[src/rtl/regfile_wr_arbiter.sv]
// Write-port owner for the register unit: round-robin arbitration between two
// requesters, registered one-hot enables, and a one-register-per-cycle clear.
module regfile_wr_arbiter #(
  parameter int DATA_W         = 32,
  parameter int ADDR_W         = 5,
  parameter int NUM_REGS       = 32,
  parameter int ZERO_HARDWIRED = 1
) (
  input  logic                clk,
  input  logic                rst_n,
  input  logic                a_valid,
  output logic                a_ready,
  input  logic [ADDR_W-1:0]   a_addr,
  input  logic [DATA_W-1:0]   a_data,
  input  logic                b_valid,
  output logic                b_ready,
  input  logic [ADDR_W-1:0]   b_addr,
  input  logic [DATA_W-1:0]   b_data,
  input  logic                clr_req,
  output logic                clr_busy,
  output logic                clr_done,
  output logic [NUM_REGS-1:0] reg_en,
  output logic [DATA_W-1:0]   reg_d
);

  // Handshake: a transfer happens on a cycle where valid && ready. Ready is
  // combinational and may depend on valid; valid must never depend on ready,
  // and a pending request must hold valid/addr/data stable until accepted.

  typedef enum logic {
    ST_ARB   = 1'b0,
    ST_CLEAR = 1'b1
  } state_e;

  localparam int               CNT_W    = ADDR_W + 1;
  localparam logic [CNT_W-1:0] CNT_LAST = CNT_W'(NUM_REGS - 1);

  state_e              state_q, state_d;
  logic                rr_b_q, rr_b_d;
  logic [CNT_W-1:0]    cnt_q, cnt_d;
  logic [NUM_REGS-1:0] reg_en_q, reg_en_d;
  logic [DATA_W-1:0]   reg_d_q, reg_d_d;
  logic                clr_done_q, clr_done_d;
  logic                arb_open;
  logic                grant_a;
  logic                grant_b;

  // Indices at or beyond NUM_REGS match no bit and so yield an all-zero vector.
  function automatic logic [NUM_REGS-1:0] onehot(input logic [CNT_W-1:0] idx);
    logic [NUM_REGS-1:0] v;
    v = '0;
    for (int i = 0; i < NUM_REGS; i++) begin
      v[i] = (idx == CNT_W'(i));
    end
    return v;
  endfunction

  function automatic logic [NUM_REGS-1:0] wr_enable(input logic [ADDR_W-1:0] addr);
    logic [NUM_REGS-1:0] v;
    v = onehot({1'b0, addr});
    if ((ZERO_HARDWIRED != 0) && (addr == '0)) begin
      v = '0;
    end
    return v;
  endfunction

  // rr_b_q=1 means B wins a tie; readies are held low while reset is applied.
  always_comb begin
    arb_open = rst_n && (state_q == ST_ARB) && !clr_req;
    grant_a  = arb_open && a_valid && (!b_valid || !rr_b_q);
    grant_b  = arb_open && b_valid && (!a_valid || rr_b_q);
  end

  always_comb begin
    state_d    = state_q;
    rr_b_d     = rr_b_q;
    cnt_d      = cnt_q;
    reg_en_d   = '0;
    reg_d_d    = reg_d_q;
    clr_done_d = 1'b0;
    case (state_q)
      ST_ARB: begin
        if (clr_req) begin
          state_d = ST_CLEAR;
          cnt_d   = '0;
        end else if (grant_a) begin
          reg_en_d = wr_enable(a_addr);
          reg_d_d  = a_data;
          rr_b_d   = 1'b1;
        end else if (grant_b) begin
          reg_en_d = wr_enable(b_addr);
          reg_d_d  = b_data;
          rr_b_d   = 1'b0;
        end
      end
      ST_CLEAR: begin
        reg_en_d = onehot(cnt_q);
        reg_d_d  = '0;
        cnt_d    = cnt_q + 1'b1;
        if (cnt_q == CNT_LAST) begin
          state_d    = ST_ARB;
          clr_done_d = 1'b1;
        end
      end
      default: state_d = ST_ARB;
    endcase
  end

  always_ff @(posedge clk or negedge rst_n) begin
    if (!rst_n) begin
      state_q    <= ST_ARB;
      rr_b_q     <= 1'b0;
      cnt_q      <= '0;
      reg_en_q   <= '0;
      reg_d_q    <= '0;
      clr_done_q <= 1'b0;
    end else begin
      state_q    <= state_d;
      rr_b_q     <= rr_b_d;
      cnt_q      <= cnt_d;
      reg_en_q   <= reg_en_d;
      reg_d_q    <= reg_d_d;
      clr_done_q <= clr_done_d;
    end
  end

  assign a_ready  = grant_a;
  assign b_ready  = grant_b;
  assign clr_busy = (state_q == ST_CLEAR);
  assign clr_done = clr_done_q;
  assign reg_en   = reg_en_q;
  assign reg_d    = reg_d_q;

endmodule

[config.mk]
export PLATFORM = sky130hd
export DESIGN_NAME = regfile_wr_arbiter
export DESIGN_NICKNAME = d
export VERILOG_FILES = /design/src/rtl/regfile_wr_arbiter.sv
export SDC_FILE = /design/constraint.sdc
export NUM_CORES = 1
export LEC_CHECK = 0
export CAP_MARGIN = 10
export CORE_UTILIZATION = 39
export DETAILED_ROUTE_END_ITERATION = 8
export PLACE_DENSITY = 0.88
export SETUP_SLACK_MARGIN = 0.3
export SYNTH_ARGS = -nofsm -noshare
export SYNTH_HDL_FRONTEND = slang
export SYNTH_SLANG_ARGS = --single-unit
[constraint.sdc]
create_clock -name clk -period 1.9 [get_ports clk]
set_clock_uncertainty 0.1 [all_clocks]
set_input_delay 0.475 -clock clk [delete_from_list [all_inputs] [get_ports clk]]
set_output_delay 0.475 -clock clk [all_outputs]
set_load 0.02 [all_outputs]
==> impl_results.md, run 1 <==
* Top FF cell, synth: dfrtp_1
* Pleak at 2.75 nW
* Fin. Hold Viols at 0
* Commonest cells after routing, fill and taps aside: clkdlybuf4s50_1 (74), dfrtp_1 (72), buf_4 (42), a21oi_2 (39), nand3b_1 (34)
* Die width at 98.8 um
* Number of cells produced by synthesis at 390
* Drt via density at 6.05
* Fmax at 0.493 GHz
* Fraction of registers with async set or reset after synthesis at 1.00
* Largest area contributor in the netlist: dfrtp_1
* CP bufs+invs at 2
* Net Sw Power at 1.73 mW
* Total power at 4.82 mW
* Avg Synthesized Cell Area at 9.37 um2
* CP max stage delay at roughly 0.53 ns
* Most common cell after layout, fill and taps aside: clkdlybuf4s50_1
* Diode count at 0
* Hold WS at 0.291 ns
* DRC viols at 0
* Flop-to-flop setup slack at -0.12 ns
* Vias post-DR at 4,249
* WL final at between 15,000 and 20,000 um
* Max cap viols at 0
* Outcome: finished with violations
* Worst-path cell chain: dlygate4sd2_1 > nor3b_4 > nand3_4 > buf_12 > or4b_4 > o221ai_1
* CTS Hold Buffers Added at 0
* Post-synth top area share at 0.500
* Area contributors post-synth: dfrtp_1 (50%), a21oi_1 (8.8%), nand3b_1 (7.0%)
* Clock Power Share at 0.254
* Post-DP HPWL at between 8000 and 9000 um
* RR Startpoint: clr_busy
* Crit Path Class: input pin to flip-flop
* Sequential cell area fraction in the yosys report at 0.500
* Post-synthesis cell area at between 3000 and 4000 um2
* First-pass GRT wire length at 19,300 um
* Cell variety after synth at 46
* Total Routing Usage GR at 0.253
* Min-delay worst type: input pin to async pin
* Max-slew violation count at 0
* Die span in y at 98.8 um
* Reg-to-reg critical path endpoint: reg_en[2]
* Syn nets at 473
* Register bit total from synthesis at 73
* Clock transition at path regs at 0.08 ns
* Delay-heaviest family, CP: simple AND/OR/NAND/NOR gates
* TritonCTS clock tree: yes
* WL/cell at around 23 um
* Root Buffer Master: clkbuf_8
* Nets@finish at around 670
* Die Area at 9770 um2
* Area added between synthesis and finish at 81.6%
* GRT Residual Overflow at 0
* Initial antenna violation count at 0
* Met3 global-route usage at 0.0638
* Initial Utilization at 0.411
* Row cnt at 34
* Worst Setup Start Kind: input pin
* RSZ-0062 raised after global routing: yes
* CTS max path bufs at 2
* Relative slew slack at 0.378
* Grt met2 use at 0.425
* WP data required at 2.04 ns
* Worst Reg-to-Reg Cells at 5
* Port bufs at about 150
* CTS Buf Count at 9
* Register area at 1830 um2
* Clock sinks at 73
* Slowest stage cell, crit path: or4b_4
* EDFF count, synth at 0
* Drt pass-1 iters at 6
* H-tree depth at 3
* IO Pins at 147
* GR Util met1 at 0.316
* Vias in the first global route at 3,899
* Share of layout cells above drive strength 1 at 0.439
* Combinational Power Share at 0.348
* Area of the multi-input gates at between 2000 and 2500 um2
* Setup WS post-layout at -0.128 ns
* Crit path capture type: flip-flop
* Largest net degree at the start of global routing at 74
* P_int at 3.09 mW
* Synth warnings at 0
* Final min period at 2.03 ns
* Routed Antenna Nets at 0
* Core area at 8890 um2
* Final Cycle Share at 1.07
* VDD IR-drop max at 0.404 mV
* Pwr Density at 727 nW/um2
* Later-pin clock latency in the skew report at about 0.35 ns
* Crit path DAT at between 2 and 2.5 ns
* Failing checks: setup timing
* Sequential power share at 0.398
* Grt peak-use layer: met2
* Switching part of the total at 0.359
* Tightest Pin Transition at 0.933 ns
* Filler cell count in the final layout at ~570
* Final setup vio count at 7
* DRT iter0 DRCs at between 200 and 300
* Worst Path Max Fanout at 8
* Global placement routability congestion at 0.935
-- area by class of cell --
class                           count  share of cell area
Multi-Input combinational cell    283               0.344
Timing Repair Buffer              218               0.328
Sequential cell                    73               0.275
Tap cell                          108              0.0204
Clock buffer                       10              0.0192
Clock inverter                      6             0.00886
Inverter                            4             0.00377
-- metal layers --
metal / routed length, um / vias up
met3: 1240 / 51
met5: 0 / -
met1: 6040 / 2109
li1: - / 1813
met4: 511 / 0
met2: 8290 / 276
-- power groups by stage --
stage / registers, mW / clock network [mW] / logic [mW]
2_1_floorplan: 1.97 / 0 / 0.680
3_3_place_gp: 1.91 / 0 / 1.40
3_5_place_dp: 1.93 / 0 / 1.42
4_1_cts: 1.90 / 1.21 / 1.43
5_1_grt: 1.94 / 1.29 / 1.78
6_report: 1.92 / 1.23 / 1.68
-- registers in the layout, indices dropped and copies added (netlist names) --
name / flops
reg_d: 32
reg_en: 32
cnt_q: 6
clr_busy: 1
clr_done: 1
rr_b_q: 1
-- cell families after synthesis --
| group | share of synthesized area |
|---|---|
| AO/OA/AOI/OAI | 0.188 |
| XOR/XNOR | 0.00479 |
| adder cells (fa/ha/maj) | 0.0137 |
| buffers and inverters | 0.0400 |
| flip-flops | 0.500 |
| multiplexers | 0.00308 |
| AND/OR/NAND/NOR | 0.251 |
-- worst max path at each step --
stage / startpoint / end / slack [ns] / depth (start not counted)
final: clr_req / reg_en[2] / -0.13 / 6
after global routing: clr_busy / reg_en[8] / -0.20 / 7
after CTS: clr_busy / reg_en[10] / -0.11 / 5
after detailed placement: clr_req / b_ready / -0.72 / 5
after global placement: clr_req / b_ready / -0.65 / 5
after floorplan: clr_busy / reg_en[14] / 0.11 / 4
-- stage by stage --
stage	std cells	cell area, um2	util	setup TNS (ns)	setup WS [ns]
finish	702	6640	0.747	-0.725	-0.128
global route	702	6640	0.747	-1.50	-0.196
CTS	673	5750	0.647	-0.545	-0.107
detailed placement	653	5420	0.609	-33.62	-0.720
global placement	653	5420	0.609	-26.88	-0.653
floorplan	390	3680	-	0	0.110
-- repair_timing --
item / in CTS / in global routing
gates cloned: 1 / 13
gates resized for setup: 195 / 223
endpoints found under the setup margin: 135 / 116
setup buffers: 3 / 16
pin swaps: 6 / 43
hold endpoints to repair: 0 / 0
-- synth_stat cells (all sizes together), types with 2 or more instances --
library cell,n
a21oi,64
a22o,3
a22oi,4
a31oi,2
and2,4
buf,11
clkbuf,18
dfrtp,73
ha,4
inv,3
nand2,31
nand2b,9
nand3,10
nand3b,34
nand4,5
nand4b,4
nor2,43
nor2b,5
nor3,3
nor3b,3
nor4,3
o211ai,3
o21ai,10
o221ai,18
o22a,2
o31ai,2
or2,4
or4b,2
No activity file was read; power rests on OpenSTA's default activity.
==> inputs of run 2 (changes only) <==
CORE_MARGIN = 2   (was not set)
CORE_UTILIZATION = 40   (was 39)
DONT_BUFFER_PORTS = 1   (was not set)
PLACE_DENSITY = 0.68   (was 0.88)
==> impl_results.md, run 2 (synthesis results as in run 1) <==
* CTS Buf Count at 9
* Crit Path Class: flip-flop to primary output
* GRT Residual Overflow at 0
* Drt pass-1 iters at 5
* Largest net degree at the start of global routing at 75
* Port bufs at 0
* Clock sinks at 73
* Final Cycle Share at 1.08
* Flop-to-flop setup slack at -0.10 ns
* Placed cells at 484
* First-pass GRT wire length at roughly 18,000 um
* Post-DP HPWL at 7150 um
* Clock transition at path regs at 0.08 ns
* Die width at 99.6 um
* RSZ-0062 raised after global routing: yes
* DRC viols at 0
* Crit path DAT at 1.49 ns
* IO Pins at 147
* Tightest Pin Transition at 0.531 ns
* Initial Utilization at 0.415
* Min-delay worst type: input pin to async pin
* Initial antenna violation count at 0
* Setup WS post-layout at -0.161 ns
* Routed Antenna Nets at 0
* Hold WS at -0.300 ns
* Vias post-DR at 3,350
* Final std cells w/o fill at 536
* Total power at 4.51 mW
* Vias in the first global route at roughly 3,300
* WL final at 11,600 um
* Max-slew violation count at 0
* Post-Place Cell Area at 3810 um2
* Die span in y at 99.6 um
* Relative slew slack at 0.646
* H-tree depth at 3
* Final setup vio count at 25
* Fmax at roughly 0.49 GHz
* Slowest stage cell, crit path: dfrtp_2
* Total Routing Usage GR at 0.233
* Area of the multi-input gates at between 2000 and 2500 um2
* Worst Setup Start Kind: flip-flop
* Share of layout cells above drive strength 1 at 0.367
* CTS max path bufs at 2
* Diode count at 0
* Fin. Hold Viols at 73
* VDD IR-drop max at 0.439 mV
* Outcome: finished with violations
* Worst Path Max Fanout at 5
* Row cnt at 34
* Most common cell after layout, fill and taps aside: dfrtp_1
* Pleak at 2.06 nW
* Nets@finish at 507
* Filler cell count in the final layout at 695
* Core area at 8810 um2
* WL/cell at 21.7 um
* Register area at between 1500 and 2000 um2
* Commonest cells after routing, fill and taps aside: dfrtp_1 (72), nor2_1 (36), nand3b_1 (34), a21oi_2 (33), a21oi_1 (29)
* Root Buffer Master: clkbuf_8
* Drt via density at 6.25
* Die Area at 9920 um2
* Later-pin clock latency in the skew report at 0.35 ns
* Max cap viols at 0
* CP max stage delay at 0.42 ns
* Pwr Density at 892 nW/um2
* Final min period at 2.06 ns
* Worst-path cell chain: nor3b_4 > buf_6 > nand2_4 > inv_4 > buf_12
* Global placement routability congestion at 0.867
* TritonCTS clock tree: yes
* Area added between synthesis and finish at 38.2%
* Post-route cell area at 5050 um2
* DRT iter0 DRCs at ~200
* WP data required at 1.32 ns
* Crit path capture type: primary output
* Failing checks: hold timing, setup timing
==> run 2: path summary, 6_finish.rpt <==
| kind | endpoint | from | depth (start not counted) |
|---|---|---|---|
| min reg2reg | cnt_q[5] | cnt_q[5] | 1 |
| min | reg_d[4] | rst_n | 0 |
| min in group clk | reg_en[17] | a_addr[2] | 1 |
| max in group asynchronous | reg_d[7] | rst_n | 0 |
| max reg2reg | reg_en[8] | clr_busy | 7 |
| max | a_ready | clr_busy | 5 |
==> run 2: layer usage <==
layer | GRT usage | wire length [um] | vias to the layer above | part of all wire
met4 | 0.0927 | 275 | 0 | 0.024
met5 | 0 | 0 | - | 0
met1 | 0.286 | 4470 | 1643 | 0.38
met3 | 0.0780 | 1080 | 31 | 0.093
met2 | 0.378 | 5810 | 200 | 0.50
li1 | - | - | 1476 | -
==> run 2: layout make-up <==
type,instances,share of cell area
inverter,4,0.00446
clock inverter,6,0.0213
tap,108,0.0267
multi-input combinational,283,0.415
sequential,73,0.362
clock buffer,9,0.0245
timing repair buffer,53,0.146
==> run 2: critical path, delay by kind of cell, from the launching register on <==
| kind | cells | cell delay, ns |
|---|---|---|
| buf+inv | 3 | 0.38 |
| flops | 1 | 0.42 |
| simple gates | 2 | 0.33 |
==> run 2: metrics by stage <==
| stage | TNS [ns] | utilization | worst slack [ns] |
|---|---|---|---|
| after floorplan | 0 | - | 0.110 |
| after global placement | 0 | 0.433 | 0.0771 |
| after detailed placement | 0 | 0.433 | 0.0249 |
| after CTS | -0.557 | 0.546 | -0.184 |
| after global routing | -4.17 | 0.574 | -0.216 |
| final | -0.784 | 0.574 | -0.161 |
==> run 2: power breakdown <==
group / internal, mW / switching [mW]
Clock: 0.860 / 0.580
Sequential: 1.72 / 0.317
Combinational: 0.467 / 0.557
==> run 2: timing repair <==
action                                  CTS  global route
endpoints found under the setup margin   65            71
resized for setup                        96            47
pin swaps                                64            32
buffers inserted                         20            10
cloned                                    7             0
endpoints found under the hold margin    73            73
